<file path="src/rtl/dct2_2d_sched_if.sv">
// Row-in / column-out handshake bundle for the 2-D DCT sequencer.
// The master drives rows and column back-pressure; the slave is the sequencer.
interface dct2_2d_sched_if #(
    parameter int SIZE_W = 2
);
    logic              in_valid;
    logic              in_ready;
    logic [SIZE_W-1:0] in_size;
    logic              out_valid;
    logic              out_ready;
    logic              out_first;
    logic              out_last;

    modport master (
        output in_valid, in_size, out_ready,
        input  in_ready, out_valid, out_first, out_last
    );

    modport slave (
        input  in_valid, in_size, out_ready,
        output in_ready, out_valid, out_first, out_last
    );
endinterface

</file>
<file path="src/rtl/dct2_2d_sched.sv">
// Row-DCT / transpose / column-DCT sequencer with fill-drain overlap.
// Optional completed-block counter enabled by defining DCT2_BLK_CNT_EN.
module dct2_2d_sched #(
    parameter int SIZE_W    = 2,
    parameter int CNT_W     = 5,
    parameter int BLK_CNT_W = 16
) (
    input  logic              clk,
    input  logic              reset,
    dct2_2d_sched_if.slave    io,
    output logic              buf_en,
    output logic              buf_dir,
    output logic [SIZE_W-1:0] n_stage1,
    output logic [SIZE_W-1:0] n_stage2,
    output logic              busy
`ifdef DCT2_BLK_CNT_EN
    ,
    output logic [BLK_CNT_W-1:0] blk_cnt
`endif
);

    typedef enum logic [1:0] {
        IDLE  = 2'd0,
        FILL  = 2'd1,
        DRAIN = 2'd2
    } state_t;

    state_t            state_q, state_d;
    logic [CNT_W-1:0]  row_cnt_q, row_cnt_d;
    logic [CNT_W-1:0]  col_cnt_q, col_cnt_d;
    logic              ovl_q, ovl_d;
    logic              buf_dir_q, buf_dir_d;
    logic [SIZE_W-1:0] n1_q, n1_d;
    logic [SIZE_W-1:0] n2_q, n2_d;

    logic ovl_new, ovl_eff, row_last, col_last;
    logic in_ready, out_valid, shift;

    function automatic logic [CNT_W-1:0] last_idx(input logic [SIZE_W-1:0] code);
        return CNT_W'((32'd4 << code) - 32'd1);
    endfunction

    // Overlap is only ever decided on the first column of a drain.
    assign ovl_new  = (state_q == DRAIN) && !ovl_q && (col_cnt_q == '0)
                    && io.in_valid && (io.in_size == n2_q);
    assign ovl_eff  = ovl_q | ovl_new;
    assign row_last = (row_cnt_q == last_idx(n1_q));
    assign col_last = (col_cnt_q == last_idx(n2_q));

    always_comb begin
        state_d   = state_q;
        row_cnt_d = row_cnt_q;
        col_cnt_d = col_cnt_q;
        ovl_d     = ovl_q;
        buf_dir_d = buf_dir_q;
        n1_d      = n1_q;
        n2_d      = n2_q;
        in_ready  = 1'b0;
        out_valid = 1'b0;
        shift     = 1'b0;
        unique case (state_q)
            IDLE: begin
                in_ready = 1'b1;
                shift    = io.in_valid;
                if (shift) begin
                    n1_d      = io.in_size;
                    row_cnt_d = CNT_W'(1);
                    state_d   = FILL;
                end
            end
            FILL: begin
                in_ready = 1'b1;
                shift    = io.in_valid;
                if (shift) begin
                    if (row_last) begin
                        buf_dir_d = ~buf_dir_q;
                        n2_d      = n1_q;
                        col_cnt_d = '0;
                        ovl_d     = 1'b0;
                        state_d   = DRAIN;
                    end else begin
                        row_cnt_d = row_cnt_q + CNT_W'(1);
                    end
                end
            end
            DRAIN: begin
                if (ovl_eff) begin
                    out_valid = io.in_valid;
                    in_ready  = io.out_ready;
                    shift     = io.in_valid & io.out_ready;
                end else begin
                    out_valid = 1'b1;
                    shift     = io.out_ready;
                end
                if (shift) begin
                    col_cnt_d = col_cnt_q + CNT_W'(1);
                    if (ovl_new) begin
                        ovl_d = 1'b1;
                        n1_d  = io.in_size;
                    end
                    if (col_last) begin
                        col_cnt_d = '0;
                        if (ovl_q) begin
                            buf_dir_d = ~buf_dir_q;
                            n2_d      = n1_q;
                            ovl_d     = 1'b0;
                        end else begin
                            state_d = IDLE;
                        end
                    end
                end
            end
            default: state_d = IDLE;
        endcase
    end

    always_ff @(posedge clk) begin
        if (reset) begin
            state_q   <= IDLE;
            row_cnt_q <= '0;
            col_cnt_q <= '0;
            ovl_q     <= 1'b0;
            buf_dir_q <= 1'b0;
            n1_q      <= '0;
            n2_q      <= '0;
        end else begin
            state_q   <= state_d;
            row_cnt_q <= row_cnt_d;
            col_cnt_q <= col_cnt_d;
            ovl_q     <= ovl_d;
            buf_dir_q <= buf_dir_d;
            n1_q      <= n1_d;
            n2_q      <= n2_d;
        end
    end

    assign io.in_ready  = in_ready;
    assign io.out_valid = out_valid;
    assign io.out_first = out_valid & (col_cnt_q == '0);
    assign io.out_last  = out_valid & col_last;
    assign buf_en       = shift;
    assign buf_dir      = buf_dir_q;
    assign n_stage1     = n1_q;
    assign n_stage2     = n2_q;
    assign busy         = (state_q != IDLE);

`ifdef DCT2_BLK_CNT_EN
    logic [BLK_CNT_W-1:0] blk_cnt_q, blk_cnt_d;

    always_comb begin
        blk_cnt_d = blk_cnt_q;
        if (out_valid && io.out_ready && io.out_last)
            blk_cnt_d = blk_cnt_q + BLK_CNT_W'(1);
    end

    always_ff @(posedge clk) begin
        if (reset) blk_cnt_q <= '0;
        else       blk_cnt_q <= blk_cnt_d;
    end

    assign blk_cnt = blk_cnt_q;
`endif

endmodule

</file>
<file path="src/flat_wrapper.sv">
// flat-port wrapper written by rule: the top's interface ports become plain ports
module dct2_2d_sched_flat 
#(
    parameter int SIZE_W    = 2,
    parameter int CNT_W     = 5,
    parameter int BLK_CNT_W = 16
)
  (clk, reset, buf_en, buf_dir, n_stage1, n_stage2, busy, io_in_valid, io_in_size, io_out_ready, io_in_ready, io_out_valid, io_out_first, io_out_last);
  dct2_2d_sched_if #(.SIZE_W(SIZE_W)) io_i ();
  input  logic clk;
  input  logic reset;
  output logic buf_en;
  output logic buf_dir;
  output logic [SIZE_W-1:0] n_stage1;
  output logic [SIZE_W-1:0] n_stage2;
  output logic busy;
  input wire logic [$bits(io_i.in_valid)-1:0] io_in_valid;
  input wire logic [$bits(io_i.in_size)-1:0] io_in_size;
  input wire logic [$bits(io_i.out_ready)-1:0] io_out_ready;
  output wire logic [$bits(io_i.in_ready)-1:0] io_in_ready;
  output wire logic [$bits(io_i.out_valid)-1:0] io_out_valid;
  output wire logic [$bits(io_i.out_first)-1:0] io_out_first;
  output wire logic [$bits(io_i.out_last)-1:0] io_out_last;
  assign io_i.in_valid = io_in_valid;
  assign io_i.in_size = io_in_size;
  assign io_i.out_ready = io_out_ready;
  assign io_in_ready = io_i.in_ready;
  assign io_out_valid = io_i.out_valid;
  assign io_out_first = io_i.out_first;
  assign io_out_last = io_i.out_last;
  dct2_2d_sched #(.SIZE_W(SIZE_W), .CNT_W(CNT_W), .BLK_CNT_W(BLK_CNT_W)) u_core (.clk(clk), .reset(reset), .io(io_i), .buf_en(buf_en), .buf_dir(buf_dir), .n_stage1(n_stage1), .n_stage2(n_stage2), .busy(busy));
endmodule
</file>
<file path="config.mk">
export PLATFORM = sky130hd
export DESIGN_NAME = dct2_2d_sched_flat
export DESIGN_NICKNAME = d
export VERILOG_FILES = /design/src/rtl/dct2_2d_sched_if.sv /design/src/rtl/dct2_2d_sched.sv /design/src/flat_wrapper.sv
export SDC_FILE = /design/constraint.sdc
export NUM_CORES = 1
export LEC_CHECK = 0
export BUFFER_PORTS_ARGS = -buffer_cell sky130_fd_sc_hd__buf_2
export CAP_MARGIN = 20
export CELL_PAD_IN_SITES_DETAIL_PLACEMENT = 1
export CELL_PAD_IN_SITES_GLOBAL_PLACEMENT = 2
export CORE_ASPECT_RATIO = 1.1
export CORE_MARGIN = 3
export CORE_UTILIZATION = 30
export DETAILED_ROUTE_END_ITERATION = 7
export GPL_TIMING_DRIVEN = 0
export PLACE_DENSITY_LB_ADDON = 0.1
export SKIP_CTS_REPAIR_TIMING = 1
export SYNTH_ARGS = -nofsm -noshare
export SYNTH_HDL_FRONTEND = slang
export SYNTH_SLANG_ARGS = --single-unit
</file>
<file path="constraint.sdc">
create_clock -name clk -period 2.1 [get_ports clk]
set_input_delay 0.315 -clock clk [delete_from_list [all_inputs] [get_ports clk]]
set_output_delay 0.315 -clock clk [all_outputs]
set_load 0.03 [all_outputs]
</file>
; ---- Word-level counts from Yosys, hierarchy flattened
; Cells that the tools add are included.
[op_classes]
shift = 2
n_bitwise = 5
eq_ne = 14
n_reduce_logical = 17
addsub = 4
n_mux = 46
[ops]
columns = op, count
row1 = two-way mux 5 bit, 7
row2 = two-way mux 2 bit, 14
row3 = case mux 5 bit (2 select lines), 2
row4 = two-way mux 1 bit, 16
row5 = AND reduction 4 bit, 3
row6 = AND reduction 6 bit, 2
row7 = "adder 5 x 1 -> 5 bit, second input constant", 2
row8 = equality test 5 bit, 2
row9 = "inequality test 2 bit, second input constant", 5
row10 = "left shift 3 x 2 -> 5 bit, first input constant", 2
row11 = "subtractor 5 x 1 -> 5 bit, second input constant", 2
row12 = "inequality test 2 x 1 -> 1 bit, second input constant", 4
row13 = case mux 1 bit (2 select lines), 4
row14 = case mux 2 bit (2 select lines), 2
row15 = nonzero test 2 bit, 4
row16 = case mux 2 bit (3 select lines), 1
row17 = zero test 5 bit, 1
row18 = logical AND 1 bit, 4
row19 = AND 1 bit, 3
row20 = "equality test 2 x 1 -> 1 bit, second input constant", 1
row21 = equality test 2 bit, 1
row22 = "equality test 2 bit, second input constant", 1
row23 = zero test 2 bit, 1
row24 = OR reduction 2 bit, 1
row25 = 3 further kinds, 3
[word_totals]
reg_bits = 18
input_bits = 6
out_inout_bits = 11

; ---- Depth between registers and ports, before layout
; Gate-level depths: netlist (run 1).
[depth]
word_depth = 10
ltp_mapped = 7
ltp_nobuf = 7

; ---- Least setup slack after synthesis (run 1)
; Ideal clock, no wire load.
[synth_timing]
path_kind = register to output
startpoint = register u_core.n2_q[0], in the netlist u_core.n_stage2[0]
endpoint = output port io_out_last
arrival_time_ns = 1.764
setup_slack_ns = 0.021
n_path_buf = 0
required_time_ns = 1.785
stages_incl_launch_ff = 5
path_cell_list = dfxtp_1 -> or4b_1 -> o22ai_1 -> a31oi_1 -> nor2_1
[synth_between]
elab_chain_len = 6
[synth_lines]
columns = element, line
row1 = start: declaration, dct2_2d_sched.sv:34  ; logic [SIZE_W-1:0] n2_q, n2_d;
row2 = start signal: assignment, dct2_2d_sched.sv:133  ; n2_q <= n2_d;
row3 = branches (longest 5 deep; another with subtractor 5 x 1 -> 5 bit), n/a
row4 = AND 1 bit (*), dct2_2d_sched.sv:140  ; assign io.out_last = out_valid & col_last;
row5 = end: declaration, flat_wrapper.sv:23  ; output wire logic [$bits(io_i.out_last)-1:0] io_out_last;
; Mark *: on every way between the ends.

; ---- Worst setup path after layout (run 1)
[layout_timing]
startpoint = register u_core.col_cnt_q[0]
endpoint = output port io_in_ready
[layout_between]
elab_chain_len = 7
[layout_lines]
columns = element, line
row1 = start: declaration, dct2_2d_sched.sv:30  ; logic [CNT_W-1:0] col_cnt_q, col_cnt_d;
row2 = start signal: assignment, dct2_2d_sched.sv:129  ; col_cnt_q <= col_cnt_d;
row3 = zero test 5 bit, dct2_2d_sched.sv:44  ; assign ovl_new = (state_q == DRAIN) && !ovl_q && (col_cnt_q == '0)
row4 = logical AND 1 bit, dct2_2d_sched.sv:44
row5 = logical AND 1 bit (2 in a row), dct2_2d_sched.sv:45  ; && io.in_valid && (io.in_size == n2_q);
row6 = bitwise OR 1 bit, dct2_2d_sched.sv:46  ; assign ovl_eff = ovl_q | ovl_new;
row7 = two-way mux 1 bit, dct2_2d_sched.sv:87  ; if (ovl_eff) begin
row8 = case mux 1 bit (2 select lines), dct2_2d_sched.sv:61  ; unique case (state_q)
row9 = end: declaration, flat_wrapper.sv:20  ; output wire logic [$bits(io_i.in_ready)-1:0] io_in_ready;
; Every way passes these cells.

==> reports/metrics.cfg, run 1 <==
[routing]
drtAntennaViolNets=0
num_vias=1128
post-route-drc-count=0
wl_per_cell_um=16.0
drt_wl_total_um=3420
initialDrtViolationCount=26
drt_pass1_iterations=4
vias_per_cell=5.27

[setup_path]
r2r_slack_ns=0.11
arrival_ns=1.76
reg2reg_from=u_core.col_cnt_q[3]$_SDFFE_PP0P_
worstPathRequired_ns=1.78
startpoint_type=flop
timing.rr.end=u_core.buf_dir$_SDFFE_PP0P_
path_class=flop to output port
worstRegToRegCells=6
endpoint_kind=output port
crit_fanout=4

[logic_synthesis]
yosys_warnings=0
synth_area_leaders=dfxtp_1, mux2i_1, nor2_1
synth_most_common_cell=dfxtp_1
avgSynthCellArea_um2=8.40
synthArstFlopShare=0
synth.net_count=150
synth.top_cells.by_count=dfxtp_1, nor2_1, inv_1
yosysTopAreaCell=dfxtp_1
synth_top_area_frac=0.304
synthDistinctLibCells=48
synth_edf_count=0
ys_seq_area_frac=0.304
synthFlopType=dfxtp_1
ys_seq_elements=18
syn-cell-area_mm2=0.00118
synthCells=141

[power]
p_leak_nw=0.580
power_frac_comb=0.109
power.total_uw=734
peakVddDrop_mv=0.197
seqPwrFrac=0.484
clkPwrFrac=0.407
powerDensity_mw_per_mm2=487
power_switching_uw=192
power_switching_share=0.262
intPower_uw=542

[clock_network]
cts_tree=done
cts_buffer_depth=2
clock_latency_ns=0.26
cts_buffers=3
clockRootBuffer=clkbuf_8
cts.sinks=18
clk_pin_slew_ns=0.08
cts_max_level=1

[global_route]
grt_pass1_wl_um=5590
track_usage=0.154
grt-ovfl-total=0
first_global_vias=1144
antenna_found_initial=0
grt_max_degree=11

[placement]
dpl_cell_area_mm2=0.00133
dp_hpwl_um=2480
port-buffer-count=16
gp_congestion=0.713
place_inst=207
dpl_worst_slack_ns=-0.0436

[timing]
finalMaxSlewViolations=0
finalSetupViolCount=0
final.setup.worst_slack_ns=0.0275
fin_skew_ns=0.00726
finalHoldViolations=0
finalCriticalPeriod_ns=2.07
worst_pin_slew_ns=0.552
fmax_mhz=482
finalCritPeriodShare=0.987
relSlewSlack=0.632
rsz0062_at_grt=yes

[finish]
design_area_mm2=0.00151
drive_above_1_share=0.293
syn_to_final_growth_pct=27.1
nets=174
diodes=0
fin_cells=214
final_util=0.406

[floorplanning]
fp.dieH_um=71.9
die-area_mm2=0.00474
die_w_um=65.9
start_util=0.319
coreArea_mm2=0.00371
rows=23
design.portCount=17

[status]
status=finished clean

[min_path]
holdPathStages=3
hp-class=input pin to flop
hold_end=u_core.n_stage1[1]$_SDFFE_PP0P_
hp-start=io_in_size[1]

[flow_run]
maxCapViolations=0

final cells by class:
cell class              count  area [um^2]
fillers                   443         2210
multi-input cells         109          842
flip-flops and latches     18          370
repair buffers             20          119
well taps                  50         62.6
clock buffers               4         55.1
inverters                   8         30.0
plain buffers               5         27.5
power groups by stage:
stage / clock network, mW / logic, mW / registers, mW
finish: 0.299 / 0.0800 / 0.355
global placement: 0 / 0.0764 / 0.363
CTS: 0.307 / 0.0796 / 0.356
floorplan: 0 / 0.0485 / 0.366
global route: 0.330 / 0.0877 / 0.357
detailed placement: 0 / 0.0796 / 0.364
worst max-delay path by stage:
stage                                           from                          end  slack, ns  depth (start not counted)
finish              u_core.col_cnt_q[0]$_SDFFE_PP0P_                  io_in_ready       0.03                          7
global route        u_core.col_cnt_q[0]$_SDFFE_PP0P_                  io_in_ready      -0.05                          7
CTS                 u_core.col_cnt_q[0]$_SDFFE_PP0P_                  io_in_ready      -0.26                          7
detailed placement  u_core.col_cnt_q[0]$_SDFFE_PP0P_  u_core.buf_dir$_SDFFE_PP0P_      -0.04                          6
global placement    u_core.col_cnt_q[0]$_SDFFE_PP0P_  u_core.buf_dir$_SDFFE_PP0P_      -0.06                          6
floorplan            u_core.n_stage2[0]$_SDFFE_PP0P_                  io_out_last       0.02                          4
per-layer routing:
metal  GRT usage  routed length, um
met1       0.200               1600
met2       0.259               1670
met3      0.0232                 95
met4      0.0484                 46
met5           0                  0
logic make-up after synthesis:
kind of cell | synth area share
flip-flops | 0.304
AND/OR/NAND/NOR | 0.307
multiplexers | 0.0813
XOR/XNOR | 0.0296
AO/OA/AOI/OAI | 0.194
buffers and inverters | 0.0517
adder cells (fa/ha/maj) | 0.0317
per-stage QoR:
step                      hold WS [ns]  TNS [ns]
after floorplan                  0.462         0
after global placement           0.494   -0.0759
after detailed placement         0.512   -0.0505
after CTS                        0.334    -0.577
after global routing             0.336   -0.0691
final                            0.330         0
flip-flops by register name, summed over array words and instances (netlist names):
register          count
u_core.buf_dir        1
u_core.n_stage2       2
u_core.row_cnt_q      5
u_core.col_cnt_q      5
u_core.ovl_q          1
u_core.state_q        2
u_core.n_stage1       2
placed cells by master, fill, tap and decap left out, types with 2 or more instances in the layout:
master,synthesis,routed
inv_1,8,7
clkbuf_8,0,4
xnor2_1,2,2
nand3_1,7,6
xor2_1,2,2
nand2b_1,7,7
nor3_1,2,2
buf_6,1,2
mux2i_1,7,7
nor2b_1,2,2
nand2_1,7,7
o21ai_0,2,2
buf_2,1,15
clkbuf_1,4,3
nand4_1,7,7
o31ai_1,2,2
buf_4,0,5
dfxtp_2,0,5
ha_1,3,2
or4b_4,1,2
nor2_1,16,15
dfxtp_1,18,12
a31oi_4,1,2
and3_1,3,3
a21oi_1,6,6
a211oi_1,4,4
worst max-delay path: stages (launching register included):
cell,delay [ns]
dfxtp_2,0.35
inv_2,0.06
ha_1,0.14
nor4b_4,0.20
nand4_1,0.21
a211o_1,0.31
nand2_1,0.09
buf_6,0.13
Power figures use the tool's default switching activity.
==> run 2: changes to the inputs <==
- BUFFER_PORTS_ARGS: -buffer_cell sky130_fd_sc_hd__buf_2 -> unset
- CORE_UTILIZATION: 30 -> 33
- DONT_BUFFER_PORTS: unset -> 1
==> run 2 against run 1 <==
  * Clock power down 26%
  * Final cell count fell by 8.4%
  * Non-clock buffer count down 16
  * Global-route usage up 0.22 points
  * Critical path type unchanged
  * Die area is 8.3% lower
  * Core utilization increased by 1.6 points
  * Clock skew is 0.0044 ns lower
==> reports/metrics.cfg, run 2 (same netlist as run 1, synthesis figures left out) <==
[placement]
place_inst=189  ; was 207
port-buffer-count=0  ; was 16
gp_congestion=0.690  ; was 0.713
dp_hpwl_um=2340  ; was 2480 um

[timing]
finalSetupViolCount=0  ; unchanged
finalMaxSlewViolations=0  ; unchanged
finalCriticalPeriod_ns=2.08  ; was 2.07 ns
fin_tns_setup_ns=0  ; unchanged
rsz0062_at_grt=yes  ; unchanged
finalCritPeriodShare=0.991  ; was 0.987
worst_pin_slew_ns=0.568  ; was 0.552 ns
finalHoldViolations=0  ; unchanged
fmax_mhz=481  ; was 482 MHz
relSlewSlack=0.621  ; was 0.632
hold_slack_ns=0.167  ; was 0.330 ns
fin_skew_ns=0.00286  ; was 0.00726 ns

[finish]
nets=158  ; was 174
reg.largest.list=u_core.col_cnt_q (5), u_core.row_cnt_q (5)  ; unchanged
fillers=417  ; was 443
syn_to_final_growth_pct=20.6  ; was 27.1%
final_cell_mix=nor2_1, dfxtp_1, nand2b_1, nand4_1, mux2i_1  ; was buf_2, nor2_1, dfxtp_1
fin_cells=196  ; was 214
drive_above_1_share=0.264  ; was 0.293
diodes=0  ; unchanged
layout_commonest_cell=nor2_1

[clock_network]
clk_pin_slew_ns=0.11  ; was 0.08 ns
clockRootBuffer=clkbuf_4  ; was clkbuf_8
cts_buffer_depth=2  ; unchanged
cts_max_level=1  ; unchanged
clock_latency_ns=0.29  ; was 0.26 ns
cts_tree=done  ; unchanged
cts_buffers=3  ; unchanged
cts.sinks=18  ; unchanged

[global_route]
grt_pass1_wl_um=5210  ; was 5590 um
first_global_vias=1074  ; was 1144
track_usage=0.156  ; was 0.154
grt_max_degree=11  ; unchanged
antenna_found_initial=0  ; unchanged
grt-ovfl-total=0  ; unchanged

[status]
status=finished clean  ; unchanged

[floorplanning]
die-area_mm2=0.00435  ; was 0.00474 mm^2
fp.dieH_um=68.8  ; was 71.9 um
coreArea_mm2=0.00339  ; was 0.00371 mm^2
design.portCount=17  ; unchanged
rows=22  ; was 23
die_w_um=63.1  ; was 65.9 um
start_util=0.350  ; was 0.319

[routing]
drt_pass1_iterations=4  ; unchanged
num_vias=1087  ; was 1128
drt_wl_total_um=3200  ; was 3420 um
vias_per_cell=5.55  ; was 5.27
post-route-drc-count=0  ; unchanged
wl_per_cell_um=16.3  ; was 16.0 um
drtAntennaViolNets=0  ; unchanged
initialDrtViolationCount=52  ; was 26

[power]
peakVddDrop_mv=0.171  ; was 0.197 mV
power_switching_share=0.262  ; about the same
clkPwrFrac=0.346  ; was 0.407
seqPwrFrac=0.557  ; was 0.484
powerDensity_mw_per_mm2=446  ; was 487 mW/mm^2
power_frac_comb=0.097  ; was 0.109
intPower_uw=470  ; was 542 uW
p_leak_nw=0.502  ; was 0.580 nW
power_switching_uw=167  ; was 192 uW

[setup_path]
endpoint_kind=output port  ; unchanged
path_class=flop to output port  ; unchanged
startpoint_type=flop  ; unchanged
startpoint=u_core.n_stage2[0]$_SDFFE_PP0P_  ; was u_core.col_cnt_q[0]$_SDFFE_PP0P_
worstPathRequired_ns=1.78  ; about the same
reg2reg_from=u_core.row_cnt_q[4]$_SDFFE_PP0P_  ; was u_core.col_cnt_q[3]$_SDFFE_PP0P_
arrival_ns=1.77  ; was 1.76 ns
crit_fanout=8  ; was 4

[flow_run]
maxCapViolations=0  ; unchanged

[min_path]
hp-class=input pin to flop  ; unchanged
hp-start=io_in_valid  ; was io_in_size[1]

[run 2: path summary, 6_finish.rpt]
check | to | slack [ns] | cells past startpoint
worst max-delay path | io_out_last | 0.02 | 4
worst min-delay path | u_core.state_q[0]$_SDFFE_PP0P_ | 0.17 | 2
worst max register to register | u_core.buf_dir$_SDFFE_PP0P_ | 0.05 | 6
worst min register to register | u_core.col_cnt_q[3]$_SDFFE_PP0P_ | 0.55 | 2
[run 2: layout make-up]
class                           instances  area, um^2  area share
Buffer                                  5        27.5      0.0193
Clock buffer                            4        36.3      0.0254
Inverter                                8        35.0      0.0245
Multi-Input combinational cell        109         857       0.600
Sequential cell                        18         383       0.268
Tap cell                               48        60.1      0.0420
Timing Repair Buffer                    4        30.0      0.0210
[run 2: worst max-delay path, cell delays in order, from the launching register on]
cell and delay [ns]:
dfxtp_4 0.45, or4b_4 0.49, o22ai_4 0.18, a31oi_4 0.09, nor2_4 0.26
[run 2: through the flow]
stage	utilization	setup slack [ns]	area [um^2]	power [mW]
after floorplan	-	0.0206	1180	0.414
after global placement	0.368	-0.159	1240	0.428
after detailed placement	0.368	-0.186	1240	0.430
after CTS	0.378	-0.536	1280	0.658
after global routing	0.422	-0.0688	1430	0.682
final	0.422	0.0190	1430	0.637
[run 2: per-layer routing]
metal  wire length (um)  global-route usage  up-vias
met2               1780               0.299        8
met3                 64              0.0292        2
met4                 17              0.0661        0
li1                   -                   -      534
met1               1340               0.170      543
met5                  0                   0        -
[run 2: power by group through the flow]
stage / Clock (mW) / Combinational, mW / Sequential (mW)
after floorplan: 0 / 0.0485 / 0.366
after global routing: 0.257 / 0.0676 / 0.357
after detailed placement: 0 / 0.0614 / 0.368
after global placement: 0 / 0.0601 / 0.368
final: 0.220 / 0.0616 / 0.355
after CTS: 0.236 / 0.0617 / 0.361
==> run 3: changes to the inputs <==
- CTS_BUF_LIST: unset -> sky130_fd_sc_hd__clkbuf_16
==> run 3 against run 2 <==
  * Clock skew down 0.0014 ns
  * Combinational power about the same
  * Global-route usage is 0.46 points lower
  * Largest power group is now the clock network
==> reports/metrics.cfg, run 3 (same netlist as run 1, synthesis figures left out) <==
[status]
status=finished clean  ; unchanged

[routing]
initialDrtViolationCount=58  ; was 52
num_vias=1089  ; was 1087
post-route-drc-count=0  ; unchanged
vias_per_cell=5.64  ; was 5.55
drt_pass1_iterations=4  ; unchanged
wl_per_cell_um=16.4  ; was 16.3 um
drtAntennaViolNets=0  ; unchanged
drt_wl_total_um=3160  ; was 3200 um

[placement]
dp_hpwl_um=2340  ; unchanged
port-buffer-count=0  ; unchanged
dpl_worst_slack_ns=-0.186  ; unchanged
gp_congestion=0.690  ; unchanged

[floorplanning]
fp.dieH_um=68.8  ; unchanged
die-area_mm2=0.00435  ; unchanged
rows=22  ; unchanged
design.portCount=17  ; unchanged
coreArea_mm2=0.00339  ; unchanged
die_w_um=63.1  ; unchanged
start_util=0.350  ; unchanged

[setup_path]
cp_cell_sequence=or4b_1, o22ai_2, a31oi_4, nor2_4  ; was or4b_4, o22ai_4, a31oi_4, nor2_4
critical_path_buf_inv_count=0  ; unchanged
startpoint_type=flop  ; unchanged
slowest_delay_ns=0.55  ; was 0.49 ns
cp_top_family=simple AND/OR/NAND/NOR gates  ; unchanged
slowest_stage=or4b_1  ; was or4b_4
startpoint=u_core.col_cnt_q[3]$_SDFFE_PP0P_  ; was u_core.n_stage2[0]$_SDFFE_PP0P_
timing.rr.end=u_core.buf_dir$_SDFFE_PP0P_  ; unchanged
path_class=flop to output port  ; unchanged
worstPathRequired_ns=1.78  ; about the same
endpoint_kind=output port  ; unchanged
arrival_ns=1.72  ; was 1.77 ns
worstRegToRegCells=6  ; unchanged
reg2reg_from=u_core.row_cnt_q[4]$_SDFFE_PP0P_  ; unchanged
r2r_slack_ns=0.06  ; was 0.05 ns
crit_fanout=8  ; unchanged

[finish]
final_util=0.418  ; was 0.422
nets=155  ; was 158
layout_commonest_cell=nor2_1  ; unchanged
final_cell_mix=nor2_1, dfxtp_1  ; was nor2_1, dfxtp_1, nand2b_1, nand4_1, mux2i_1
diodes=0  ; unchanged
reg.largest.list=u_core.col_cnt_q (5), u_core.row_cnt_q (5)  ; unchanged
fillers=414  ; was 417
drive_above_1_share=0.221  ; was 0.264
syn_to_final_growth_pct=19.4  ; was 20.6%

[min_path]
holdPathStages=2  ; unchanged
hp-class=input pin to flop  ; unchanged
hold_end=u_core.n_stage1[0]$_SDFFE_PP0P_  ; was u_core.state_q[0]$_SDFFE_PP0P_
hp-start=io_in_size[0]  ; was io_in_valid

[timing]
finalHoldViolations=0  ; unchanged
finalCriticalPeriod_ns=2.04  ; was 2.08 ns
hold_slack_ns=0.226  ; was 0.167 ns
fin_tns_setup_ns=0  ; unchanged
rsz0062_at_grt=yes  ; unchanged
relSlewSlack=0.623  ; was 0.621
finalCritPeriodShare=0.971  ; was 0.991
finalSetupViolCount=0  ; unchanged
worst_pin_slew_ns=0.565  ; was 0.568 ns
finalMaxSlewViolations=0  ; unchanged
fin_skew_ns=0.00149  ; was 0.00286 ns
final.setup.worst_slack_ns=0.0600  ; was 0.0190 ns
fmax_mhz=490  ; was 481 MHz

[clock_network]
cts_buffer_depth=2  ; unchanged
clk_pin_slew_ns=0.05  ; was 0.11 ns
clockRootBuffer=clkbuf_16  ; was clkbuf_4
cts_max_level=1  ; unchanged
cts.sinks=18  ; unchanged
cts_tree=done  ; unchanged
clock_latency_ns=0.24  ; was 0.29 ns
cts_buffers=3  ; unchanged

[global_route]
first_global_vias=1065  ; was 1074
antenna_found_initial=0  ; unchanged
track_usage=0.151  ; was 0.156
grt-ovfl-total=0  ; unchanged
grt_max_degree=11  ; unchanged
grt_pass1_wl_um=5150  ; was 5210 um

[power]
power.total_uw=805  ; was 637 uW
powerDensity_mw_per_mm2=569  ; was 446 mW/mm^2
peakVddDrop_mv=0.238  ; was 0.171 mV
p_leak_nw=0.497  ; was 0.502 nW

[flow_run]
maxCapViolations=0  ; unchanged

run 3: cell types whose count changed in the layout (fill, tap and decap cells not counted), moves of 2 or more:
| cell | previous run | this run |
|---|---|---|
| dfxtp_4 | 5 | 2 |
| clkbuf_16 | 0 | 3 |
| dfxtp_2 | 3 | 6 |
| inv_4 | 2 | 0 |
| buf_4 | 4 | 1 |
| clkbuf_4 | 3 | 0 |
run 3: area by class of cell:
type	count	area, um^2	share of cell area
Buffer	5	27.5	0.0195
Clock buffer	3	75.1	0.0531
Clock inverter	1	3.75	0.00265
Inverter	8	30.0	0.0212
Multi-Input combinational cell	109	836	0.591
Sequential cell	18	375	0.265
Tap cell	48	60.1	0.0424
Timing Repair Buffer	1	7.51	0.00531
run 3: layer usage:
layer	wire [um]	track usage	vias up
met4	17	0.0468	0
met2	1730	0.303	13
met3	71	0.0243	2
li1	-	-	530
met1	1340	0.164	544
met5	0	0	-
run 3: worst max-delay path by stage:
stage / end / slack, ns / cells past startpoint
floorplan: io_out_last / 0.02 / 4
global placement: io_out_last / -0.16 / 4
detailed placement: io_out_last / -0.19 / 4
CTS: io_out_last / -0.45 / 4
global route: io_out_last / -0.01 / 4
finish: io_out_last / 0.06 / 4
run 3: per-stage QoR:
step,std cells,instance area [um^2]
finish,193,1420
global route,193,1420
CTS,193,1320
detailed placement,189,1240
global placement,189,1240
floorplan,141,1180
run 3: report_power, final:
group	switching, mW	total [mW]	internal (mW)
sequential	0.0131	0.359	0.346
clock	0.131	0.384	0.253
combinational	0.0390	0.0613	0.0223
total	0.183	0.805	0.621
